--- src/rtl/mod_accum_pkg.sv ---
// Shared widths, default modulus, sequencer state type and the accumulator
// control payload for mod_accum_seq.
package mod_accum_pkg;

    localparam int unsigned DIGIT_W         = 21;
    localparam int unsigned ACC_W           = 22;
    localparam int unsigned LEN_W           = 16;
    localparam int unsigned MODULUS_DEFAULT = 177147;

    typedef enum logic [2:0] {
        ST_IDLE,
        ST_FLUSH,
        ST_RUN,
        ST_DRAIN,
        ST_HOLD
    } state_e;

    // Everything the sequencer drives into the external accumulator.
    typedef struct packed {
        logic               clear_3;
        logic               clear_2;
        logic               clear_1;
        logic               trunc_ena;
        logic [DIGIT_W-1:0] digit;
    } acc_ctrl_t;

    // Idle/flush view of the accumulator controls: all stages held clear.
    localparam acc_ctrl_t ACC_CTRL_IDLE = '{
        clear_3:   1'b1,
        clear_2:   1'b1,
        clear_1:   1'b1,
        trunc_ena: 1'b0,
        digit:     '0
    };

endpackage

--- src/rtl/mod_accum_golden.sv ---
// Golden modular accumulator: sums accepted operands modulo MODULUS and
// flags a sticky error when the captured result disagrees at HOLD entry.
module mod_accum_golden
    import mod_accum_pkg::*;
#(
    parameter int unsigned MODULUS = MODULUS_DEFAULT
) (
    input  logic               clk,
    input  logic               reset,
    input  logic               clr,
    input  logic               acc_en,
    input  logic [DIGIT_W-1:0] data,
    input  logic               cmp_en,
    input  logic [ACC_W-1:0]   res_data,
    output logic               chk_err
);

    // One spare bit so model + operand never overflows before reduction.
    localparam int unsigned SUM_W = ACC_W + 1;

    logic [SUM_W-1:0] model_q, model_d;
    logic             err_q, err_d;
    logic [SUM_W-1:0] sum_c;
    logic [SUM_W-1:0] res_mod_c;

    // Model update and result comparison.
    always_comb begin
        model_d   = model_q;
        err_d     = err_q;
        sum_c     = model_q + SUM_W'(data);
        res_mod_c = SUM_W'(res_data) % SUM_W'(MODULUS);
        if (clr) begin
            model_d = '0;
        end else if (acc_en) begin
            model_d = sum_c % SUM_W'(MODULUS);
        end
        if (cmp_en && (res_mod_c != model_q)) begin
            err_d = 1'b1;
        end
    end

    // Model and sticky error registers; only reset clears the error.
    always_ff @(posedge clk or posedge reset) begin
        if (reset) begin
            model_q <= '0;
            err_q   <= 1'b0;
        end else begin
            model_q <= model_d;
            err_q   <= err_d;
        end
    end

    assign chk_err = err_q;

endmodule

--- src/rtl/mod_accum_seq.sv ---
// Job sequencer for an external modular accumulator: flushes the pipeline,
// streams operands with staggered clear release and tail truncation control,
// waits for the drain latency, then holds the captured result for handoff.
// Optional checker: define MOD_ACCUM_SEQ_CHECK_EN to build mod_accum_golden.
module mod_accum_seq
    import mod_accum_pkg::*;
#(
    parameter int unsigned MODULUS    = MODULUS_DEFAULT,
    parameter int unsigned CLR_CYCLES = 5,
    parameter int unsigned TAIL_LEN   = 5,
    parameter int unsigned DRAIN_LAT  = 6
) (
    input  logic               clk,
    input  logic               reset,
    input  logic               start,
    input  logic [LEN_W-1:0]   job_len,
    output logic               busy,
    input  logic               in_valid,
    output logic               in_ready,
    input  logic [DIGIT_W-1:0] in_data,
    output logic [DIGIT_W-1:0] digit_in,
    output logic               clear_1,
    output logic               clear_2,
    output logic               clear_3,
    output logic               trunc_ena,
    input  logic [ACC_W-1:0]   accum,
    output logic               res_valid,
    input  logic               res_ready,
    output logic [ACC_W-1:0]   res_data,
    output logic               chk_err
);

    localparam int unsigned CNT_MAX = (CLR_CYCLES > DRAIN_LAT) ? CLR_CYCLES : DRAIN_LAT;
    localparam int unsigned CNT_W   = (CNT_MAX > 1) ? $clog2(CNT_MAX + 1) : 1;

    state_e             state_q, state_d;
    logic [CNT_W-1:0]   cnt_q, cnt_d;
    logic [LEN_W-1:0]   rem_q, rem_d;
    acc_ctrl_t          ctl_q, ctl_d;
    logic               in_ready_q, in_ready_d;
    logic               busy_q, busy_d;
    logic               res_valid_q, res_valid_d;
    logic [ACC_W-1:0]   res_data_q, res_data_d;
    logic               xfer_c;

    assign xfer_c = (state_q == ST_RUN) && in_valid && in_ready_q;

    // Next-state and registered-output decode.
    always_comb begin
        state_d         = state_q;
        cnt_d           = cnt_q;
        rem_d           = rem_q;
        res_data_d      = res_data_q;
        res_valid_d     = res_valid_q;
        ctl_d           = ACC_CTRL_IDLE;

        case (state_q)
            ST_IDLE: begin
                if (start) begin
                    state_d = ST_FLUSH;
                    rem_d   = job_len;
                    cnt_d   = '0;
                end
            end
            ST_FLUSH: begin
                if (cnt_q == CNT_W'(CLR_CYCLES - 1)) begin
                    cnt_d   = '0;
                    state_d = (rem_q == '0) ? ST_DRAIN : ST_RUN;
                end else begin
                    cnt_d = cnt_q + CNT_W'(1);
                end
            end
            ST_RUN: begin
                if (xfer_c) begin
                    ctl_d.digit     = in_data;
                    ctl_d.trunc_ena = (rem_q > LEN_W'(TAIL_LEN));
                    rem_d           = rem_q - LEN_W'(1);
                    if (rem_q == LEN_W'(1)) begin
                        state_d = ST_DRAIN;
                        cnt_d   = '0;
                    end
                end
            end
            ST_DRAIN: begin
                if (cnt_q == CNT_W'(DRAIN_LAT - 1)) begin
                    state_d     = ST_HOLD;
                    res_data_d  = accum;
                    res_valid_d = 1'b1;
                end else begin
                    cnt_d = cnt_q + CNT_W'(1);
                end
            end
            ST_HOLD: begin
                if (res_ready) begin
                    state_d     = ST_IDLE;
                    res_valid_d = 1'b0;
                end
            end
            default: begin
                state_d = ST_IDLE;
            end
        endcase

        // Clears assert at once on IDLE/FLUSH but release one stage per cycle.
        ctl_d.clear_1 = (state_d == ST_IDLE) || (state_d == ST_FLUSH);
        ctl_d.clear_2 = ctl_d.clear_1 || ctl_q.clear_1;
        ctl_d.clear_3 = ctl_d.clear_2 || ctl_q.clear_2;

        in_ready_d = (state_d == ST_RUN) && (rem_d != '0);
        busy_d     = (state_d != ST_IDLE);
    end

    // State and output registers; reset aborts any job in flight.
    always_ff @(posedge clk or posedge reset) begin
        if (reset) begin
            state_q     <= ST_IDLE;
            cnt_q       <= '0;
            rem_q       <= '0;
            ctl_q       <= ACC_CTRL_IDLE;
            in_ready_q  <= 1'b0;
            busy_q      <= 1'b0;
            res_valid_q <= 1'b0;
            res_data_q  <= '0;
        end else begin
            state_q     <= state_d;
            cnt_q       <= cnt_d;
            rem_q       <= rem_d;
            ctl_q       <= ctl_d;
            in_ready_q  <= in_ready_d;
            busy_q      <= busy_d;
            res_valid_q <= res_valid_d;
            res_data_q  <= res_data_d;
        end
    end

    assign digit_in  = ctl_q.digit;
    assign trunc_ena = ctl_q.trunc_ena;
    assign clear_1   = ctl_q.clear_1;
    assign clear_2   = ctl_q.clear_2;
    assign clear_3   = ctl_q.clear_3;
    assign in_ready  = in_ready_q;
    assign busy      = busy_q;
    assign res_valid = res_valid_q;
    assign res_data  = res_data_q;

`ifdef MOD_ACCUM_SEQ_CHECK_EN
    logic hold_entry_q, hold_entry_d;

    // Marks the first HOLD cycle, when res_data has just been captured.
    always_comb begin
        hold_entry_d = (state_q == ST_DRAIN) && (state_d == ST_HOLD);
    end

    // Registered HOLD-entry strobe for the checker.
    always_ff @(posedge clk or posedge reset) begin
        if (reset) begin
            hold_entry_q <= 1'b0;
        end else begin
            hold_entry_q <= hold_entry_d;
        end
    end

    mod_accum_golden #(
        .MODULUS (MODULUS)
    ) u_golden (
        .clk      (clk),
        .reset    (reset),
        .clr      (state_q == ST_FLUSH),
        .acc_en   (xfer_c),
        .data     (in_data),
        .cmp_en   (hold_entry_q),
        .res_data (res_data_q),
        .chk_err  (chk_err)
    );
`else
    assign chk_err = 1'b0;
`endif

endmodule
--- config.mk ---
export PLATFORM = sky130hd
export DESIGN_NAME = mod_accum_seq
export DESIGN_NICKNAME = d
export VERILOG_FILES = /design/src/rtl/mod_accum_pkg.sv /design/src/rtl/mod_accum_golden.sv /design/src/rtl/mod_accum_seq.sv
export SDC_FILE = /design/constraint.sdc
export NUM_CORES = 1
export LEC_CHECK = 0
export ABC_AREA = 1
export CORE_MARGIN = 3
export CORE_UTILIZATION = 40
export DETAILED_ROUTE_END_ITERATION = 6
export PLACE_DENSITY = 0.71
export SLEW_MARGIN = 20
export SYNTH_ARGS = -nofsm -noshare
export SYNTH_HDL_FRONTEND = slang
export SYNTH_SLANG_ARGS = --single-unit
export TNS_END_PERCENT = 5
--- constraint.sdc ---
create_clock -name clk -period 5.9 [get_ports clk]
set_clock_uncertainty 0.2 [all_clocks]
set_input_delay 0.885 -clock clk [delete_from_list [all_inputs] [get_ports clk]]
set_output_delay 0.885 -clock clk [all_outputs]
set_load 0.02 [all_outputs]
==> results.toml <==
[yosys]
netlist_area_sq_um = 3520
syn_inst = 400
synth.area.top_cells = "dfrtp_1 (49%), nand2_1 (7.7%), nor2_1 (7.1%), mux2_2 (7.0%), inv_1 (5.9%)"
synth.top_cells.by_count = "nand2_1 (72), dfrtp_1 (69), nor2_1 (67), inv_1 (55), nand3_1 (29)"
yosysMostFrequentCell = "nand2_1"
post-synth-top-area-fraction_pct = 49.0
ys_ff_latch = 72
seq_area_frac_synth_pct = 51.2
synth_area_per_cell_sq_um = 8.81
synth_cell_types = 35
ys_warn_count = 0
synth-async-reset-ratio_pct = 100
synthDominantAreaCellType = "dfrtp_1"
synth_edf_count = 0
synthesis.nets = 470
synthFlopType = "dfrtp_1"

[worst_hold_path]
hold_depth = 1
holdPathEnd = "res_data[19]$_DFFE_PP0P_"
min-delay-start = "res_data[19]$_DFFE_PP0P_"
hold_path_class = "reg -> reg"

[placed_design]
post-dp-hpwl_mm = 6.23
pre_cts_slack_ns = 2.68
gp_congestion = 0.899
io_buffers = 113

[drt]
dr.first_iter.drc_count = 240
drc = 0
routed_wl_mm = 8.56
dr.pass1.iters = 4
vias = 3073
wire_per_inst_microns = 13.7
antenna_left = 0
viasPerCell = 4.91

[die]
core_area_sq_um = 8380
num_rows = 33
fp.dieH_microns = 99.9
start_util_pct = 42.0
dieArea_sq_um = 9970
top_level_ports = 115
die_w_microns = 99.9

[worst_setup_path]
cpPeakStageDelay_ns = 0.49
reg2reg_depth = 11
r2r_start = "state_q[1]$_DFF_PP0_"
slowest_stage = "clkdlybuf4s50_1"
worst-path-max-fanout = 26
crit_required_ns = 5.93
cp_cell_sequence = "clkdlybuf4s50_1, nand2_1, inv_1, nand3_2, nor2_1, nand2_1, nand3_1, nand3_1, nor2_1, nand2_1, nor2_1, a21oi_1"
crit_type = "in -> reg"
cp.arrival_ns = 2.95
rrSetupSlack_ns = 3.49
end_kind = "flip-flop"
r2r-end = "in_ready$_DFF_PP0_"
startpoint_type = "input pin"

[power_and_ir_drop]
swShare_pct = 40.9
power_frac_seq_pct = 35.6
powerDensity_nw_per_um2 = 430
ir_worst_vdd_uv = 234
p_clk_share_pct = 17.8
p_comb_share_pct = 46.6
internal_power_mw = 1.25
leakage_nw = 2.36
switchingPower_mw = 0.868

[sta]
fin_setup_tns_ns = 0
final_max_slew_viol_count = 0
max_freq_mhz = 343
grt_setup_unrepaired = "false"
hold_ws_ns = 0.308
period_share_pct = 49.5
worst_slew_pin_slew_ns = 0.903
setup_violations = 0
fin_ws_ns = 2.98
hold_viol = 0
max_slew_margin_pct = 39.8
fin_crit_ns = 2.92

[cts]
path_clk_slew_ns = 0.08
ctsRootBufferMaster = "clkbuf_8"
cts_resized = 0
clock_path_buffers = 2
cts_hold_buf = 0
cts_tree = "yes"
post-cts-setup-buffers = 0
clock_latency_ns = 0.34
h-tree-depth = 3
cts_sinks = 72
cts_buffers = 9

[finish]
diodes = 0
area_growth_pct = 40.0
nets = 587
regArea_sq_um = 1810
drive_gt1_share_pct = 12.3
multi_input_area_sq_um = 1440
post-route-util_pct = 58.8
fill_cells = 755

[global_route]
grt_pass1_vias = 3096
gr-total-overflow = 0
grt_start_max_net_pins = 73
antenna_found_initial = 0
grt.total_usage_pct = 17.5
grt_first_pass_wirelength_mm = 14.1

[run]
cap_violations = 0

[status]
status = "finished clean"
final cells by class:
class	count	area share [%]
well taps	105	2.66
clock buffers	10	2.59
repair buffers	114	23.1
clock inverters	5	1.19
inverters	61	4.64
multi-input cells	259	29.2
flip-flops and latches	72	36.6
worst max-delay path: cells and delay by family:
| family | cells | cell delay [ns] |
|---|---|---|
| and+or+nand+nor | 9 | 1.36 |
| AOI/OAI and AO/OA | 1 | 0.08 |
| buffers and inverters | 2 | 0.61 |
layer usage:
layer | track usage (%) | vias to the layer above | share of wire [%]
met5 | 0 | - | 0
met4 | 5.46 | 0 | 1.3
met2 | 28.5 | 124 | 48
li1 | - | 1501 | -
met3 | 6.32 | 10 | 9.2
met1 | 21.9 | 1438 | 42
power by group through the flow:
stage | sequential [mW] | combinational (mW) | clock, mW
global route | 0.777 | 1.10 | 0.404
finish | 0.755 | 0.988 | 0.376
floorplan | 0.853 | 0.532 | 0
global placement | 0.757 | 0.968 | 0
CTS | 0.754 | 0.988 | 0.390
detailed placement | 0.763 | 0.982 | 0
how the worst max path moves through the flow:
stage / to / slack (ns) / cells after the start / from
after global placement: in_ready$_DFF_PP0_ / 2.76 / 12 / in_valid
after CTS: in_ready$_DFF_PP0_ / 3.02 / 12 / in_valid
after global routing: in_ready$_DFF_PP0_ / 2.80 / 13 / in_valid
after detailed placement: in_ready$_DFF_PP0_ / 2.68 / 12 / in_valid
final: in_ready$_DFF_PP0_ / 2.98 / 12 / in_valid
after floorplan: busy$_DFF_PP0_ / 3.00 / 1 / reset
logic make-up (layout without fill, tap and decap cells):
logic type,after synthesis,count (layout),synth area share [%]
multiplexers,22,22,7.03
XOR/XNOR,2,2,0.497
buffers and inverters,69,190,7.88
flip-flops,72,72,51.2
other,1,1,0.106
adder cells (fa/ha/maj),6,6,2.13
AO/OA/AOI/OAI,32,32,6.18
AND/OR/NAND/NOR,196,196,24.9
state kept, by name, summed over array words and instances (netlist names):
signal     cells
res_data      22
digit_in      21
rem_q         16
cnt_q          3
state_q        3
busy           1
clear_1        1
clear_2        1
clear_3        1
in_ready       1
res_valid      1
trunc_ena      1
cell usage in the layout, fill, tap and decap left out, drive strengths merged:
cell,n
a21oi,7
a22oi,4
a31oi,2
buf,1
bufinv,1
clkbuf,10
clkdlybuf4s50,113
clkinv,2
clkinvlp,2
conb,1
dfrtp,69
dfstp,3
ha,6
inv,61
mux2,22
nand2,76
nand3,32
nand3b,1
nand4,10
nor2,71
nor3,4
o21ai,11
o21bai,4
o22ai,3
o31ai,1
or2,2
xor2,2
metrics by stage:
| step | instances | cell area [sq um] | total power, mW |
|---|---|---|---|
| CTS | 626 | 4930 | 2.13 |
| global placement | 611 | 4740 | 1.72 |
| detailed placement | 611 | 4740 | 1.74 |
| global route | 626 | 4930 | 2.28 |
| finish | 626 | 4930 | 2.12 |
| floorplan | 400 | 3520 | 1.39 |
Note: power is estimated with default switching activity, not from simulation.
